`src/rtl/pipe_adder_pkg.sv`:
```
// Shared types and default sizing for the pipelined adder/subtractor.
package pipe_adder_pkg;

    typedef enum logic {
        OP_ADD = 1'b0,
        OP_SUB = 1'b1
    } op_e;

    localparam int unsigned DEFAULT_WIDTH  = 16;
    localparam int unsigned DEFAULT_STAGES = 4;

endpackage

```
`src/rtl/addsub_chunk.sv`:
```
// One chunk of the carry chain: a plain WIDTH-bit ripple add with carry in/out.
module addsub_chunk #(
    parameter int unsigned WIDTH = 4
) (
    input  logic [WIDTH-1:0] a,
    input  logic [WIDTH-1:0] b,
    input  logic             cin,
    output logic [WIDTH-1:0] s,
    output logic             cout
);

    logic [WIDTH:0] sum;

    assign sum  = {1'b0, a} + {1'b0, b} + {{WIDTH{1'b0}}, cin};
    assign s    = sum[WIDTH-1:0];
    assign cout = sum[WIDTH];

endmodule

```
`src/rtl/pipe_adder.sv`:
```
// Pipelined add/subtract, one CW-bit chunk per stage, valid/ready handshake.
// Optional PIPE_ADDER_SAT_EN clamps s to the signed range on overflow.
module pipe_adder
    import pipe_adder_pkg::*;
#(
    parameter int unsigned WIDTH  = DEFAULT_WIDTH,
    parameter int unsigned STAGES = DEFAULT_STAGES
) (
    input  logic             clk,
    input  logic             rst,
    input  logic             in_valid,
    output logic             in_ready,
    input  logic [WIDTH-1:0] a,
    input  logic [WIDTH-1:0] b,
    input  logic             sub,
    output logic             out_valid,
    input  logic             out_ready,
    output logic [WIDTH-1:0] s,
    output logic             cout,
    output logic             ovf
);

    localparam int unsigned CW = WIDTH / STAGES;

    if (WIDTH % STAGES != 0) begin : g_width_check
        $error("pipe_adder: WIDTH must be a multiple of STAGES");
    end

    op_e              op;
    logic             advance;

    // Per-stage registers; a/bx travel full width so upper chunks reach their stage.
    logic [WIDTH-1:0]  a_q  [STAGES];
    logic [WIDTH-1:0]  bx_q [STAGES];
    logic [WIDTH-1:0]  s_q  [STAGES];
    logic [STAGES-1:0] v_q;
    logic [STAGES-1:0] c_q;

    // Inputs presented to each stage this cycle.
    logic [WIDTH-1:0]  st_a  [STAGES];
    logic [WIDTH-1:0]  st_bx [STAGES];
    logic [WIDTH-1:0]  st_s  [STAGES];
    logic [WIDTH-1:0]  nxt_s [STAGES];
    logic [STAGES-1:0] st_v;
    logic [STAGES-1:0] st_cin;

    logic [WIDTH-1:0]  ch_a;
    logic [WIDTH-1:0]  ch_b;
    logic [WIDTH-1:0]  ch_s;
    logic [STAGES-1:0] ch_c;
    logic [WIDTH-1:0]  raw_s;

    assign op       = sub ? OP_SUB : OP_ADD;
    assign advance  = !out_valid || out_ready;
    assign in_ready = advance && !rst;

    always_comb begin
        st_a[0]   = a;
        st_bx[0]  = b ^ {WIDTH{op == OP_SUB}};
        st_s[0]   = '0;
        st_cin[0] = (op == OP_SUB);
        st_v[0]   = in_valid;
        for (int k = 1; k < STAGES; k++) begin
            st_a[k]   = a_q[k-1];
            st_bx[k]  = bx_q[k-1];
            st_s[k]   = s_q[k-1];
            st_cin[k] = c_q[k-1];
            st_v[k]   = v_q[k-1];
        end
        ch_a = '0;
        ch_b = '0;
        for (int k = 0; k < STAGES; k++) begin
            ch_a[k*CW +: CW] = st_a[k][k*CW +: CW];
            ch_b[k*CW +: CW] = st_bx[k][k*CW +: CW];
        end
    end

    always_comb begin
        for (int k = 0; k < STAGES; k++) begin
            nxt_s[k]              = st_s[k];
            nxt_s[k][k*CW +: CW]  = ch_s[k*CW +: CW];
        end
    end

    for (genvar k = 0; k < STAGES; k++) begin : g_chunk
        addsub_chunk #(
            .WIDTH (CW)
        ) u_chunk (
            .a    (ch_a[k*CW +: CW]),
            .b    (ch_b[k*CW +: CW]),
            .cin  (st_cin[k]),
            .s    (ch_s[k*CW +: CW]),
            .cout (ch_c[k])
        );
    end

    always_ff @(posedge clk) begin
        if (rst) begin
            v_q <= '0;
            c_q <= '0;
            for (int k = 0; k < STAGES; k++) begin
                a_q[k]  <= '0;
                bx_q[k] <= '0;
                s_q[k]  <= '0;
            end
        end else if (advance) begin
            v_q <= st_v;
            c_q <= ch_c;
            for (int k = 0; k < STAGES; k++) begin
                a_q[k]  <= st_a[k];
                bx_q[k] <= st_bx[k];
                s_q[k]  <= nxt_s[k];
            end
        end
    end

    assign out_valid = v_q[STAGES-1];
    assign cout      = c_q[STAGES-1];
    assign raw_s     = s_q[STAGES-1];
    // Carry into the MSB is recovered from the MSB sum bit: a ^ bx ^ s.
    assign ovf       = a_q[STAGES-1][WIDTH-1] ^ bx_q[STAGES-1][WIDTH-1]
                     ^ raw_s[WIDTH-1] ^ c_q[STAGES-1];

`ifdef PIPE_ADDER_SAT_EN
    // On overflow both effective operands share the sign of a.
    assign s = !ovf ? raw_s
             : (a_q[STAGES-1][WIDTH-1] ? {1'b1, {(WIDTH-1){1'b0}}}
                                       : {1'b0, {(WIDTH-1){1'b1}}});
`else
    assign s = raw_s;
`endif

endmodule

```
`config.mk`:
```
export PLATFORM = sky130hd
export DESIGN_NAME = pipe_adder
export DESIGN_NICKNAME = d
export VERILOG_FILES = /design/src/rtl/pipe_adder_pkg.sv /design/src/rtl/addsub_chunk.sv /design/src/rtl/pipe_adder.sv
export SDC_FILE = /design/constraint.sdc
export NUM_CORES = 1
export LEC_CHECK = 0
export ABC_CLOCK_PERIOD_IN_PS = 3310
export CORE_MARGIN = 3
export CORE_UTILIZATION = 45
export CTS_CLUSTER_DIAMETER = 120
export DETAILED_ROUTE_END_ITERATION = 7
export GPL_TIMING_DRIVEN = 0
export PLACE_DENSITY = 0.7
export SYNTH_ARGS = -nofsm -noshare
export SYNTH_HDL_FRONTEND = slang
export SYNTH_SLANG_ARGS = --single-unit
```
`constraint.sdc`:
```
create_clock -name clk -period 3.31 [get_ports clk]
set_clock_uncertainty 0.2 [all_clocks]
set_input_delay 0.662 -clock clk [delete_from_list [all_inputs] [get_ports clk]]
set_output_delay 0.662 -clock clk [all_outputs]
set_load 0.1 [all_outputs]
```
==> reports/results.ini, run 1 <==
[critical_path]
crit_arrival_ns = 2.25
cp_max_fo = 2
startpoint_type = flop
crit_path_end_kind = output port
worstPathRequired_ns = 2.45
crit_type = reg -> out

[sta]
max_freq_ghz = 0.321
period_needed_ns = 3.11
tightest_slew_ns = 0.975
drv_slew = 0
hold_slack_ns = 0.251
finalSetupViolCount = 0
setup_ws_ns = 0.196
rsz0062_at_grt = no
max_slew_margin = 0.348
period_share = 0.941
hold_violations = 0

[cts]
clk_latency_ns = 0.34
cts_setup_buffers = 0
clkSinkCount = 98
cts_inserted_buffers = 9
clk_pin_slew_ns = 0.08
h-tree-depth = 3
cts_buffer_depth = 2
cts_tree = built
cts.hold.buffers_added = 0
cts_root_buffer = clkbuf_8

[logic_synthesis]
postSynthCellCount = 295
netlist_area_um2 = 4250
yosysWarnings = 0
ys_top_cells_by_area = edfxtp_1 (64%), and2_1 (9.7%), ha_1 (3.8%), dfxtp_1 (3.8%), xnor2_1 (3.5%)
synth-seq-area-share = 0.674
synth.net_count = 352
synthSimpleGateAreaFrac = 0.130
synthAdderAreaFrac = 0.0713
yosys.area.top_type = edfxtp_1
synth_top_family_by_area = simple AND/OR/NAND/NOR gates
synthFlopType = edfxtp_1
yosys.area_share.xor_xnor = 0.0557
synth_top_area_share = 0.636
synth_edf_count = 90
async_flop_share = 0
synth.avg_cell_area_um2 = 14.4
synth_compound_area_frac = 0.0350
synthMuxAreaShare = 0.00324
ys_types = 23
synth_seq_cells = 98

[power]
p_per_area_nw_per_um2 = 476
switchingPower_mw = 0.603
swShare = 0.246
clkPwrFrac = 0.264
cellLeakagePower_nw = 2.16
sequentialPowerShare = 0.596
power_frac_comb = 0.140
internal_power_mw = 1.84
ir_worst_vdd_uv = 172
totalPowerFinal_mw = 2.45

[grt]
gr-usage-met1 = 0.162
grt_pass1_wl_mm = 10.8
groute.layer.met2.usage = 0.233
met3_usage = 0.0295
busiest_layer = met2
grt_overflow = 0
antenna_found_initial = 0
grt_max_degree = 41
track_usage = 0.136
grt_pass1_vias = 2308

[placement]
place_hpwl_mm = 4.65
port_buffers = 55
dp_slack_ns = -0.372
gp_congestion = 0.771
dp.cells = 460

[detailed_routing]
first_pass_iters = 4
wirelength_mm = 6.51
wl_per_cell_um = 13.7
drtIter0Drc = 40
drcViolationCount = 0
vias = 2273
ant_nets = 0
viasPerCell = 4.79

[layout]
fin_cells = 475
syn_to_final_growth_pct = 21.2
nNetsFinal = 420
layout-drive-gt1-share = 0.101
num_antenna_cells = 0

[floorplan]
initial_core_util = 0.476
ios = 57
die_width_um = 103
core_area_um2 = 8930
num_rows = 34
die_y_um = 103
die-area_um2 = 10600

[job]
maxCapViolations = 0

[min_path]
worstHoldPathType = reg -> reg

[outcome]
status = complete, no violations

## worst paths after layout
kind / start / to / slack, ns / cells after the start
worst min register to register: v_q[2]$_SDFFE_PP0P_ / v_q[3]$_SDFFE_PP0P_ / 0.25 / 2
worst max-delay path: s_q[3][15]$_SDFFCE_PN0P_ / ovf / 0.20 / 3
worst max register to register: v_q[3]$_SDFFE_PP0P_ / s_q[3][11]$_SDFFCE_PN0P_ / 0.94 / 5
worst min-delay path: v_q[2]$_SDFFE_PP0P_ / v_q[3]$_SDFFE_PP0P_ / 0.25 / 2
## stage by stage
step	cell area [um^2]	util	setup TNS, ns
after floorplan	4260	-	0
after global placement	4950	0.554	-82.00
after detailed placement	4990	0.558	-0.372
after CTS	5150	0.576	0
after global routing	5150	0.576	0
final	5150	0.576	0
## cells by family (layout without fill, tap and decap cells)
| logic type | count (synthesis) | after routing |
|---|---|---|
| buffers and inverters | 26 | 98 |
| and+or+nand+nor | 99 | 99 |
| adders and majority gates | 20 | 20 |
| muxes | 1 | 1 |
| xor gates and xnor gates | 27 | 27 |
| DFF | 98 | 98 |
| AOI/OAI and AO/OA | 24 | 24 |
## metal layers
metal,share of wire,up-vias
met5,0,-
met2,0.51,54
met1,0.42,1072
met3,0.048,15
met4,0.024,0
li1,-,1132
## layout by cell type, fill, tap and decap left out
master	synthesis	layout
dfxtp_1	8	7
clkbuf_8	0	9
clkinv_4	0	1
clkinv_2	0	1
mux2i_2	1	1
dfxtp_2	0	1
buf_4	2	2
clkdlybuf4s50_1	0	54
inv_1	13	12
a21o_1	7	7
fa_1	7	7
buf_2	8	8
buf_6	2	2
o21ai_1	5	5
xnor2_2	0	1
ha_1	13	13
edfxtp_1	90	90
a22o_1	2	2
clkbuf_1	0	1
nor2_2	1	1
clkdlybuf4s15_2	0	1
buf_12	0	2
nand2b_4	1	1
xor2_1	10	10
inv_2	1	1
o21ai_2	1	1
clkinvlp_4	0	3
nand2b_2	1	1
a21oi_1	9	9
xnor2_1	17	16
clkinv_1	0	1
nor2_1	24	24
nand2_1	6	6
and2_1	66	66
## state kept, by name, indices dropped and copies added, names as in the netlist
| signal | flops |
|---|---|
| a_q | 25 |
| v_q | 4 |
| s_q | 40 |
| bx_q | 25 |
| c_q | 4 |
## power by group through the flow
stage | Clock [mW] | Sequential [mW] | Combinational (mW)
3_3_place_gp | 0 | 1.49 | 0.337
6_report | 0.647 | 1.46 | 0.342
2_1_floorplan | 0 | 1.56 | 0.159
5_1_grt | 0.717 | 1.47 | 0.372
4_1_cts | 0.670 | 1.46 | 0.348
3_5_place_dp | 0 | 1.49 | 0.347
## Yosys cell counts (5+ instances only)
master,instances
o21ai_1,5
nand2_1,6
buf_2,8
edfxtp_1,90
fa_1,7
a21o_1,7
xor2_1,10
a21oi_1,9
ha_1,13
xnor2_1,17
nor2_1,24
and2_1,66
inv_1,13
dfxtp_1,8
## cell type report
class,instances,area (um^2)
fill,728,3780
inverter,14,56.3
clock buffer,10,128
multi-input combinational,171,1260
tap,108,135
buffer,12,77.6
sequential,98,2860
timing repair buffer,57,592
clock inverter,5,32.5
## critical path, stage by stage, from the launching register on
cell	delay, ns
edfxtp_1	0.40
xor2_1	0.23
xnor2_2	0.14
clkdlybuf4s50_1	1.14
## what timing repair did
action                                 4_1_cts  5_1_grt
gates resized for setup                      3        0
setup endpoints to repair                    1        0
endpoints found under the hold margin        0        0
No activity file was read; power rests on OpenSTA's default activity.
==> run 2: changes to the inputs <==
Settings changed: GPL_TIMING_DRIVEN 0 to 1.
==> reports/results.ini, run 2 (synthesized netlist as in run 1, its figures left out) <==
[critical_path]
startpoint_type = input pin
worstPathRequired_ns = 2.45
r2r_cells = 5
crit_type = in -> out
cp_max_fo = 3
reg2reg_from = a_q[1][8]$_SDFFCE_PN0P_
ff2ff_setup_slack_ns = 1.24
crit_path_end_kind = output port
r2r_end = c_q[2]$_SDFFE_PP0P_
crit_arrival_ns = 1.58

[sta]
max_slew_margin = 0.639
rsz0062_at_grt = no
period_share = 0.736
finalSetupViolCount = 0
drv_slew = 0
hold_slack_ns = 0.257
max_freq_ghz = 0.410
tightest_slew_ns = 0.541
period_needed_ns = 2.44
fin_setup_tns_ns = 0
hold_violations = 0

[cts]
cts_buffer_depth = 2
cts_setup_buffers = 0
cts.hold.buffers_added = 0
h-tree-depth = 3
cts_root_buffer = clkbuf_8
clkSinkCount = 98
cts_tree = built
clk_pin_slew_ns = 0.09
cts_inserted_buffers = 9
clk_latency_ns = 0.35
cts_resized = 0

[power]
switchingPower_mw = 0.622
swShare = 0.244
ir_worst_vdd_uv = 264
cellLeakagePower_nw = 2.19
clkPwrFrac = 0.297
sequentialPowerShare = 0.574
totalPowerFinal_mw = 2.55
p_per_area_nw_per_um2 = 499
internal_power_mw = 1.92
power_frac_comb = 0.129

[layout]
fillers = 733
post-route-cell-area_um2 = 5100
num_antenna_cells = 0
layout-drive-gt1-share = 0.136
largest_reg_flops = 40
multiInputGateArea_um2 = 1260
largest_register = s_q
final_common_cell = edfxtp_1
final_cell_mix = edfxtp_1 (90), and2_1 (66), clkdlybuf4s50_1 (36)
nNetsFinal = 413
seq_area_um2 = 2860
reg_top3 = s_q x40, a_q x25, bx_q x25
syn_to_final_growth_pct = 20.1

[floorplan]
die_width_um = 103
num_rows = 34
ios = 57
die-area_um2 = 10600
initial_core_util = 0.476
die_y_um = 103
core_area_um2 = 8930

[detailed_routing]
wirelength_mm = 6.20
ant_nets = 0
wl_per_cell_um = 13.2
first_pass_iters = 4
viasPerCell = 4.78
drcViolationCount = 0
drtIter0Drc = 60
vias = 2243

[min_path]
hold_depth = 2
holdPathEnd = v_q[3]$_SDFFE_PP0P_
worstHoldPathType = reg -> reg
hp-start = v_q[2]$_SDFFE_PP0P_

[outcome]
status = complete, no violations

[placement]
port_buffers = 56
place_area_um2 = 4910
gp_congestion = 0.702
place_hpwl_mm = 4.07

[grt]
grt_pass1_vias = 2125
antenna_found_initial = 0
track_usage = 0.124
grt_pass1_wl_mm = 9.99
grt_max_degree = 70
grt_overflow = 0

[job]
maxCapViolations = 0

run 2: changes by cell type in the layout (fill, tap and decap cells not counted), sizes merged:
cell           change
clkinvlp           -2
bufinv             +1
buf               +12
clkdlybuf4s15      -1
inv                +2
clkdlybuf4s50     -18
run 2: metrics by stage:
step,cells,utilization,setup slack [ns]
final,469,0.571,0.872
after global placement,453,0.550,0.572
after global routing,469,0.571,0.791
after detailed placement,453,0.550,0.505
after floorplan,295,-,0.277
after CTS,469,0.571,0.861
run 2: power by group through the flow:
stage	registers, mW	logic [mW]	clock network, mW
2_1_floorplan	1.56	0.159	0
3_3_place_gp	1.49	0.326	0
3_5_place_dp	1.49	0.334	0
4_1_cts	1.46	0.335	0.777
5_1_grt	1.47	0.361	0.823
6_report	1.46	0.330	0.756
run 2: worst max-delay path: stages:
cell             delay (ns)
clkdlybuf4s50_1        0.45
nand2b_2               0.21
inv_2                  0.08
buf_12                 0.17
run 2: worst max-delay path by stage:
stage,startpoint,end,slack (ns)
after floorplan,out_ready,a_q[0][10]$_SDFFCE_PN0P_,0.28
after global placement,sub,s_q[0][2]$_SDFFCE_PN0P_,0.57
after detailed placement,sub,s_q[0][3]$_SDFFCE_PN0P_,0.50
after CTS,rst,in_ready,0.86
after global routing,sub,s_q[0][2]$_SDFFCE_PN0P_,0.79
final,rst,in_ready,0.87
run 2: cell type report:
class	count	area share
Sequential cell	98	0.561
Multi-Input combinational cell	171	0.248
Timing Repair Buffer	62	0.116
Tap cell	108	0.0265
Clock buffer	10	0.0250
Clock inverter	6	0.0127
Inverter	14	0.0110
run 2: layer usage:
layer	vias to the layer above	wire (um)	GRT usage
met5	-	0	0
met4	0	82	0.0508
met3	9	283	0.0282
met2	49	3000	0.196
met1	1068	2830	0.168
li1	1117	-	-
==> run 3: changes to the inputs <==
Settings changed: ABC_CLOCK_PERIOD_IN_PS 3310 to 2400, PLACE_DENSITY 0.7 to 0.67.
Clock period 3.31 ns to 2.4 ns, I/O delays scaled along.
==> reports/results.ini, run 3 (synthesized netlist as in run 1, its figures left out) <==
[outcome]
status = complete, no violations

[layout]
largest_register = s_q
num_antenna_cells = 0
layout-drive-gt1-share = 0.140
final_cell_mix = edfxtp_1 (90), and2_1 (66), clkdlybuf4s50_1 (36)
final_common_cell = edfxtp_1
largest_reg_flops = 40
syn_to_final_growth_pct = 21.0
nNetsFinal = 416
fin_cells = 472
reg_top3 = s_q x40, a_q x25, bx_q x25

[floorplan]
ios = 57
num_rows = 34
core_area_um2 = 8930
die_width_um = 103
die_y_um = 103
die-area_um2 = 10600
initial_core_util = 0.476

[detailed_routing]
viasPerCell = 4.75
ant_nets = 0
drtIter0Drc = 42
wl_per_cell_um = 12.7
drcViolationCount = 0
vias = 2240
wirelength_mm = 5.97
first_pass_iters = 4

[grt]
grt_max_degree = 58
antenna_found_initial = 0
track_usage = 0.123
grt_pass1_vias = 2225
grt_overflow = 0
grt_pass1_wl_mm = 9.96

[placement]
port_buffers = 56
dp.cells = 456
dp_slack_ns = -0.0626
place_hpwl_mm = 3.92
gp_congestion = 0.776

[cts]
cts_resized = 0
h-tree-depth = 3
cts_inserted_buffers = 9
clk_pin_slew_ns = 0.09
cts.hold.buffers_added = 0
cts_setup_buffers = 0
clk_latency_ns = 0.34
cts_buffer_depth = 2
clkSinkCount = 98
cts_tree = built
cts_root_buffer = clkbuf_8

[critical_path]
ff2ff_setup_slack_ns = 0.37
crit_arrival_ns = 1.45
startpoint_type = input pin
r2r_cells = 5
cp_max_fo = 3
reg2reg_from = a_q[1][8]$_SDFFCE_PN0P_
crit_type = in -> out
worstPathRequired_ns = 1.72
crit_path_end_kind = output port
r2r_end = c_q[2]$_SDFFE_PP0P_

[job]
maxCapViolations = 0

[sta]
max_freq_ghz = 0.469
finalSetupViolCount = 0
hold_slack_ns = 0.256
hold_violations = 0
setup_ws_ns = 0.267
rsz0062_at_grt = no
tightest_slew_ns = 0.421
period_share = 0.889
period_needed_ns = 2.13
max_slew_margin = 0.719
drv_slew = 0

[power]
cellLeakagePower_nw = 2.19
totalPowerFinal_mw = 3.49
ir_worst_vdd_uv = 258
p_per_area_nw_per_um2 = 679

[min_path]
holdPathEnd = v_q[2]$_SDFFE_PP0P_
worstHoldPathType = reg -> reg
hold_depth = 2
hp-start = v_q[1]$_SDFFE_PP0P_

-- run 3: layout make-up --
cell class,count,area [um^2]
clock inverters,4,52.6
clock buffers,12,135
multi-input cells,171,1280
repair buffers,65,616
inverters,14,56.3
flip-flops and latches,98,2870
fillers,724,3790
well taps,108,135
-- run 3: report_power, final --
group | internal, mW | leakage [nW] | switching [mW]
Combinational | 0.197 | 0.972 | 0.272
Clock | 0.484 | 0.0828 | 0.528
Sequential | 1.98 | 1.14 | 0.0309
Total | 2.66 | 2.19 | 0.831
-- run 3: metrics by stage --
step / setup TNS (ns) / cell area, um^2 / utilization
2_1_floorplan: -31.09 / 4280 / -
3_3_place_gp: -0.00453 / 4950 / 0.554
3_5_place_dp: -0.0919 / 4950 / 0.554
4_1_cts: 0 / 5140 / 0.575
5_1_grt: 0 / 5140 / 0.575
6_report: 0 / 5140 / 0.575
-- run 3: routing by layer --
layer  track usage  up-vias  share of wire
met4        0.0697        0          0.020
met2         0.212       52           0.50
met1         0.145     1056           0.43
met5             0        -              0
met3        0.0248        9          0.046
li1              -     1123              -
-- run 3: worst max-delay path by stage --
| stage | start | to |
|---|---|---|
| final | rst | in_ready |
| after global routing | bx_q[3][15]$_SDFFCE_PN0P_ | ovf |
| after CTS | s_q[3][15]$_SDFFCE_PN0P_ | ovf |
| after detailed placement | sub | s_q[0][2]$_SDFFCE_PN0P_ |
| after global placement | sub | s_q[0][2]$_SDFFCE_PN0P_ |
| after floorplan | v_q[3]$_SDFFE_PP0P_ | a_q[0][10]$_SDFFCE_PN0P_ |
-- run 3: worst max-delay path, cell delays in order --
cell and delay [ns]:
clkdlybuf4s50_1 0.48, nand2b_2 0.23, inv_2 0.09, buf_12 0.17
==> RTL edit 1 (flow settings as in run 1) <==
Register the output `ovf`; this adds one clock of latency there. The other outputs are not delayed to match.
--- a/src/rtl/pipe_adder.sv
+++ b/src/rtl/pipe_adder.sv
@@ -118,8 +118,9 @@
     assign cout      = c_q[STAGES-1];
     assign raw_s     = s_q[STAGES-1];
     // Carry into the MSB is recovered from the MSB sum bit: a ^ bx ^ s.
-    assign ovf       = a_q[STAGES-1][WIDTH-1] ^ bx_q[STAGES-1][WIDTH-1]
-                     ^ raw_s[WIDTH-1] ^ c_q[STAGES-1];
+    always_ff @(posedge clk) begin
+        ovf <= a_q[STAGES-1][WIDTH-1] ^ bx_q[STAGES-1][WIDTH-1] ^ raw_s[WIDTH-1] ^ c_q[STAGES-1];
+    end
 
 `ifdef PIPE_ADDER_SAT_EN
     // On overflow both effective operands share the sign of a.
Check against the original RTL: not equivalent (a bounded check fails within 10 cycles, from zero or initial values and one cycle with rst high).
==> RTL edit 1 against run 1 <==
Synthesized area grew 0.47%; largest power group unchanged; first-iteration DRC count grew 83%; sequential cell count grew 1; synthesized cell count grew 0.34%; final area grew 2.1%; power grew 9.7%; die area grew 0.45%; non-clock buffer count is the same; sequential share of layout area shrank 0.74 points; global-route usage is essentially flat; routed wire length grew 2.2%; worst setup slack gained 0.0020 ns.
==> RTL edit 1: results (changes against run 1) <==
metric,value,unit,change
drt-total-wl,6660,um,+2.2%
clkTransAtPathRegs,0.09,ns,
grt_pass1_wl,10700,um,-1.3%
synth_edf_count,90,,unchanged
worstPathArrival,2.25,ns,about the same
yosys_most_used_dff,edfxtp_1,,
ys_seq_area_share,67.5,%,+0.15 points
async_reset_ff_share,0,%,unchanged
p_leak,2.20,nW,+1.8%
grt_max_degree,34,,-17%
rr_endpoint,s_q[3][15],,
htree_levels,3,,unchanged
ys_warn_count,0,,unchanged
numPortBuffers,55,,unchanged
root_buffer,clkbuf_8,,
synth_nets,353,,+0.28%
worstPathMaxFanout,10,,+8
numCtsBuffers,9,,unchanged
netlist-cell-type-count,23,,unchanged
syn_area_per_cell,14.4,um2,+0.13%
clkLatencyLatePin,0.36,ns,+0.02 ns
hold_path_end,v_q[3],,
hp-class,flip-flop to flip-flop,,
antenna_found_initial,0,,unchanged
switchingPower,0.640,mW,+6.0%
via_per_inst,4.57,,-4.4%
nets,421,,+0.24%
grtUsageTotal,13.6,%,-0.030 points
firstDrtPassIters,6,,+2
hp-start,v_q[2],,
irDropWorstVdd,0.222,mV,+29%
fillCellCount,739,,+1.5%
first_iter_violations,73,,+83%
reg_top3,"s_q (40), a_q (25), bx_q (25)",,
finalHoldViolCount,0,,unchanged
first_global_vias,2262,,-2.0%
slew_headroom,34.9,%,+0.042 points
drive_gt1_share,10.6,%,+0.49 points
ys_top_cells_by_count,"edfxtp_1, and2_1, nor2_1",,
stdcell_count,495,,+4.2%
status,completed,,
rr_worst_depth,5,,unchanged
synthTopCellsByArea,"edfxtp_1, and2_1, dfxtp_1",,
dpl.hpwl,4650,um,about the same
cts_buffer_depth,2,,unchanged
place_congestion,0.796,,+3.3%
r2r-start,v_q[3],,
whs,0.260,ns,+0.00897 ns
placed_cells,479,,+4.1%
min_path_cells,2,,unchanged
cts_setup_buffers,0,,unchanged
n_antenna_cell,0,,unchanged
ff2ff_setup_slack,0.81,ns,-0.13 ns
==> RTL edit 1: changes by cell type after synthesis, sizes merged <==
cell / run 1 / this run
dfxtp: 8 / 9
==> RTL edit 1: layout make-up <==
type,instances,area share [%]
multi-input cells,171,23.9
plain buffers,12,1.48
flip-flops and latches,99,54.9
clock inverters,6,1.79
inverters,14,1.07
well taps,126,3.00
clock buffers,10,2.62
repair buffers,57,11.3
==> RTL edit 1: cell families after synthesis <==
logic type	after synthesis	share of synthesized area, %
multiplexers	1	0.322
XOR/XNOR	27	5.54
AO/OA/AOI/OAI	24	3.49
flip-flops	99	67.5
adder cells (fa/ha/maj)	20	7.09
buffers and inverters	26	3.05
AND/OR/NAND/NOR	99	13.0
==> RTL edit 1: worst max path at each step <==
stage | startpoint | to | slack [ns] | cells past startpoint
2_1_floorplan | out_ready | a_q[0][10] | 0.28 | 3
3_3_place_gp | out_ready | a_q[1][12] | -0.91 | 4
3_5_place_dp | rst | in_ready | -0.37 | 5
4_1_cts | rst | in_ready | 0.20 | 5
5_1_grt | rst | in_ready | 0.14 | 5
6_report | rst | in_ready | 0.20 | 5
==> RTL edit 1: metal layers <==
layer	global-route usage (%)	vias up	routed length [um]
met5	0	-	0
met4	6.47	0	131
met3	3.35	11	326
met2	22.8	54	3360
met1	16.4	1060	2840
li1	-	1139	-
==> RTL edit 1: what timing repair did <==
item / CTS / global route
endpoints found under the setup margin: 1 / 0
hold buffers: 0 / 0
resized for setup: 3 / 0
==> RTL edit 1: worst max-delay path, stage by stage <==
cell and delay [ns]:
clkdlybuf4s50_1 0.46, nand2b_2 0.22, inv_2 0.09, buf_2 0.23, clkdlybuf4s15_2 0.58
==> RTL edit 1: power by group through the flow <==
stage	Clock [mW]	Sequential (mW)	Combinational [mW]
floorplan	0	1.59	0.146
global placement	0	1.50	0.336
detailed placement	0	1.50	0.348
CTS	0.890	1.47	0.349
global route	0.937	1.48	0.373
finish	0.869	1.47	0.344
==> RTL edit 1: metrics by stage <==
| step | instance area [um2] | worst slack [ns] | power, mW | util (%) |
|---|---|---|---|---|
| final | 5260 | 0.198 | 2.69 | 58.5 |
| after global routing | 5260 | 0.139 | 2.79 | 58.5 |
| after CTS | 5260 | 0.204 | 2.71 | 58.5 |
| after detailed placement | 5020 | -0.366 | 1.85 | 56.0 |
| after global placement | 4980 | -0.906 | 1.84 | 55.5 |
| after floorplan | 4270 | 0.277 | 1.74 | - |
==> RTL edit 2 (settings of run 1) <==
Without the edit above. `DEFAULT_WIDTH`: 16 -> 20.
--- a/src/rtl/pipe_adder_pkg.sv
+++ b/src/rtl/pipe_adder_pkg.sv
@@ -6,7 +6,7 @@
         OP_SUB = 1'b1
     } op_e;
 
-    localparam int unsigned DEFAULT_WIDTH  = 16;
+    localparam int unsigned DEFAULT_WIDTH  = 20;
     localparam int unsigned DEFAULT_STAGES = 4;
 
 endpackage
Ports: changed (resized a, b and s); port bits go from 57 to 69. The function was not compared with the original's and may differ.
==> RTL edit 2 against run 1 <==
Count of clock-buffer cells in the layout up 8; global-route usage up 2.0 points; worst setup slack worse by 0.064 ns; power up 69%; via count up 30%; final area up 31%; synthesized cell count up 24%; sequential cell count up 22; routed wire length up 41%; sequential share of layout area down 3.5 points; synthesized area up 23%; largest cell class unchanged; largest power group is now the clock network.
==> RTL edit 2: results (changes against run 1) <==
metric,value,unit,change
status,completed,,
syn_area_per_cell,14.3,um2,-0.65%
synth_mux_area_share,0.788,%,+0.46 points
nets,523,,+25%
grt_max_degree,49,,+20%
irDropWorstVdd,0.307,mV,+79%
vias,2963,,+30%
synth_nets,434,,+23%
placed_cell_area,0.00615,mm2,+23%
grtUsageMet1,17.9,%,+1.7 points
clkTransAtPathRegs,0.05,ns,-0.03 ns
met2_length,4840,um,+47%
synth_adder_area_share,6.50,%,-0.63 points
cts_buffer_depth,2,,unchanged
dpl.hpwl,6270,um,+35%
pre_cts_ws,-0.679,ns,-0.307 ns
netlist-cell-type-count,29,,+26%
via_per_inst,4.87,,+1.8%
tightest_slew,0.980,ns,+0.00473 ns
grt_util_met2,27.0,%,+3.7 points
p_leak,2.84,nW,+32%
met3_length,509,um,+63%
cts_setup_buffers,0,,unchanged
drive_gt1_share,10.0,%,-0.039 points
ys_seq_area_share,67.3,%,-0.10 points
fillCellCount,886,,+22%
hp-class,flip-flop to flip-flop,,
swShare,21.5,%,-3.2 points
grt_pass1_wl,15000,um,+39%
first_global_vias,3084,,+34%
first_iter_violations,160,,+300%
p_comb_share,10.5,%,-3.5 points
numCtsBuffers,17,,+8
met3_usage,4.83,%,+1.9 points
placed_cells,576,,+25%
cts_resized,6,,+3
synth_edf_count,112,,+24%
p_total,4.15,mW,+69%
synth_xor_area_share,5.35,%,-0.21 points
htree_levels,4,,+1
root_buffer,clkbuf_16,,
synth_compound_area_share,3.58,%,+0.079 points
synthTopCellsByArea,"edfxtp_1, and2_1, xnor2_1",,
pwr-share-clk,46.1,%,+20 points
reg_top3,"s_q (50), a_q (31), bx_q (31)",,
[RTL edit 2: cell types whose count changed after synthesis, moves of 5 or more]
| cell | run 1 | this run |
|---|---|---|
| edfxtp_1 | 90 | 112 |
| and2_1 | 66 | 81 |
| buf_2 | 8 | 1 |
| clkbuf_2 | 0 | 7 |
| nor2_1 | 24 | 30 |
| xnor2_1 | 17 | 23 |
| o21ai_1 | 5 | 0 |
[RTL edit 2: path summary, 6_finish.rpt]
kind	startpoint	endpoint	slack (ns)	cells after the start
setup / recovery	s_q[3][19]	ovf	0.13	3
hold reg to reg	c_q[2]	c_q[2]	0.29	2
setup reg to reg	a_q[1][10]	s_q[2][14]	1.16	8
hold / removal	c_q[2]	c_q[2]	0.29	2
[RTL edit 2: area by class of cell]
class	instances	area [um2]	area share [%]
multi-input cells	216	1580	23.4
flip-flops and latches	120	3520	52.1
well taps	140	175	2.59
inverters	15	60.1	0.888
plain buffers	15	88.8	1.31
clock inverters	14	185	2.74
clock buffers	18	429	6.34
repair buffers	70	718	10.6
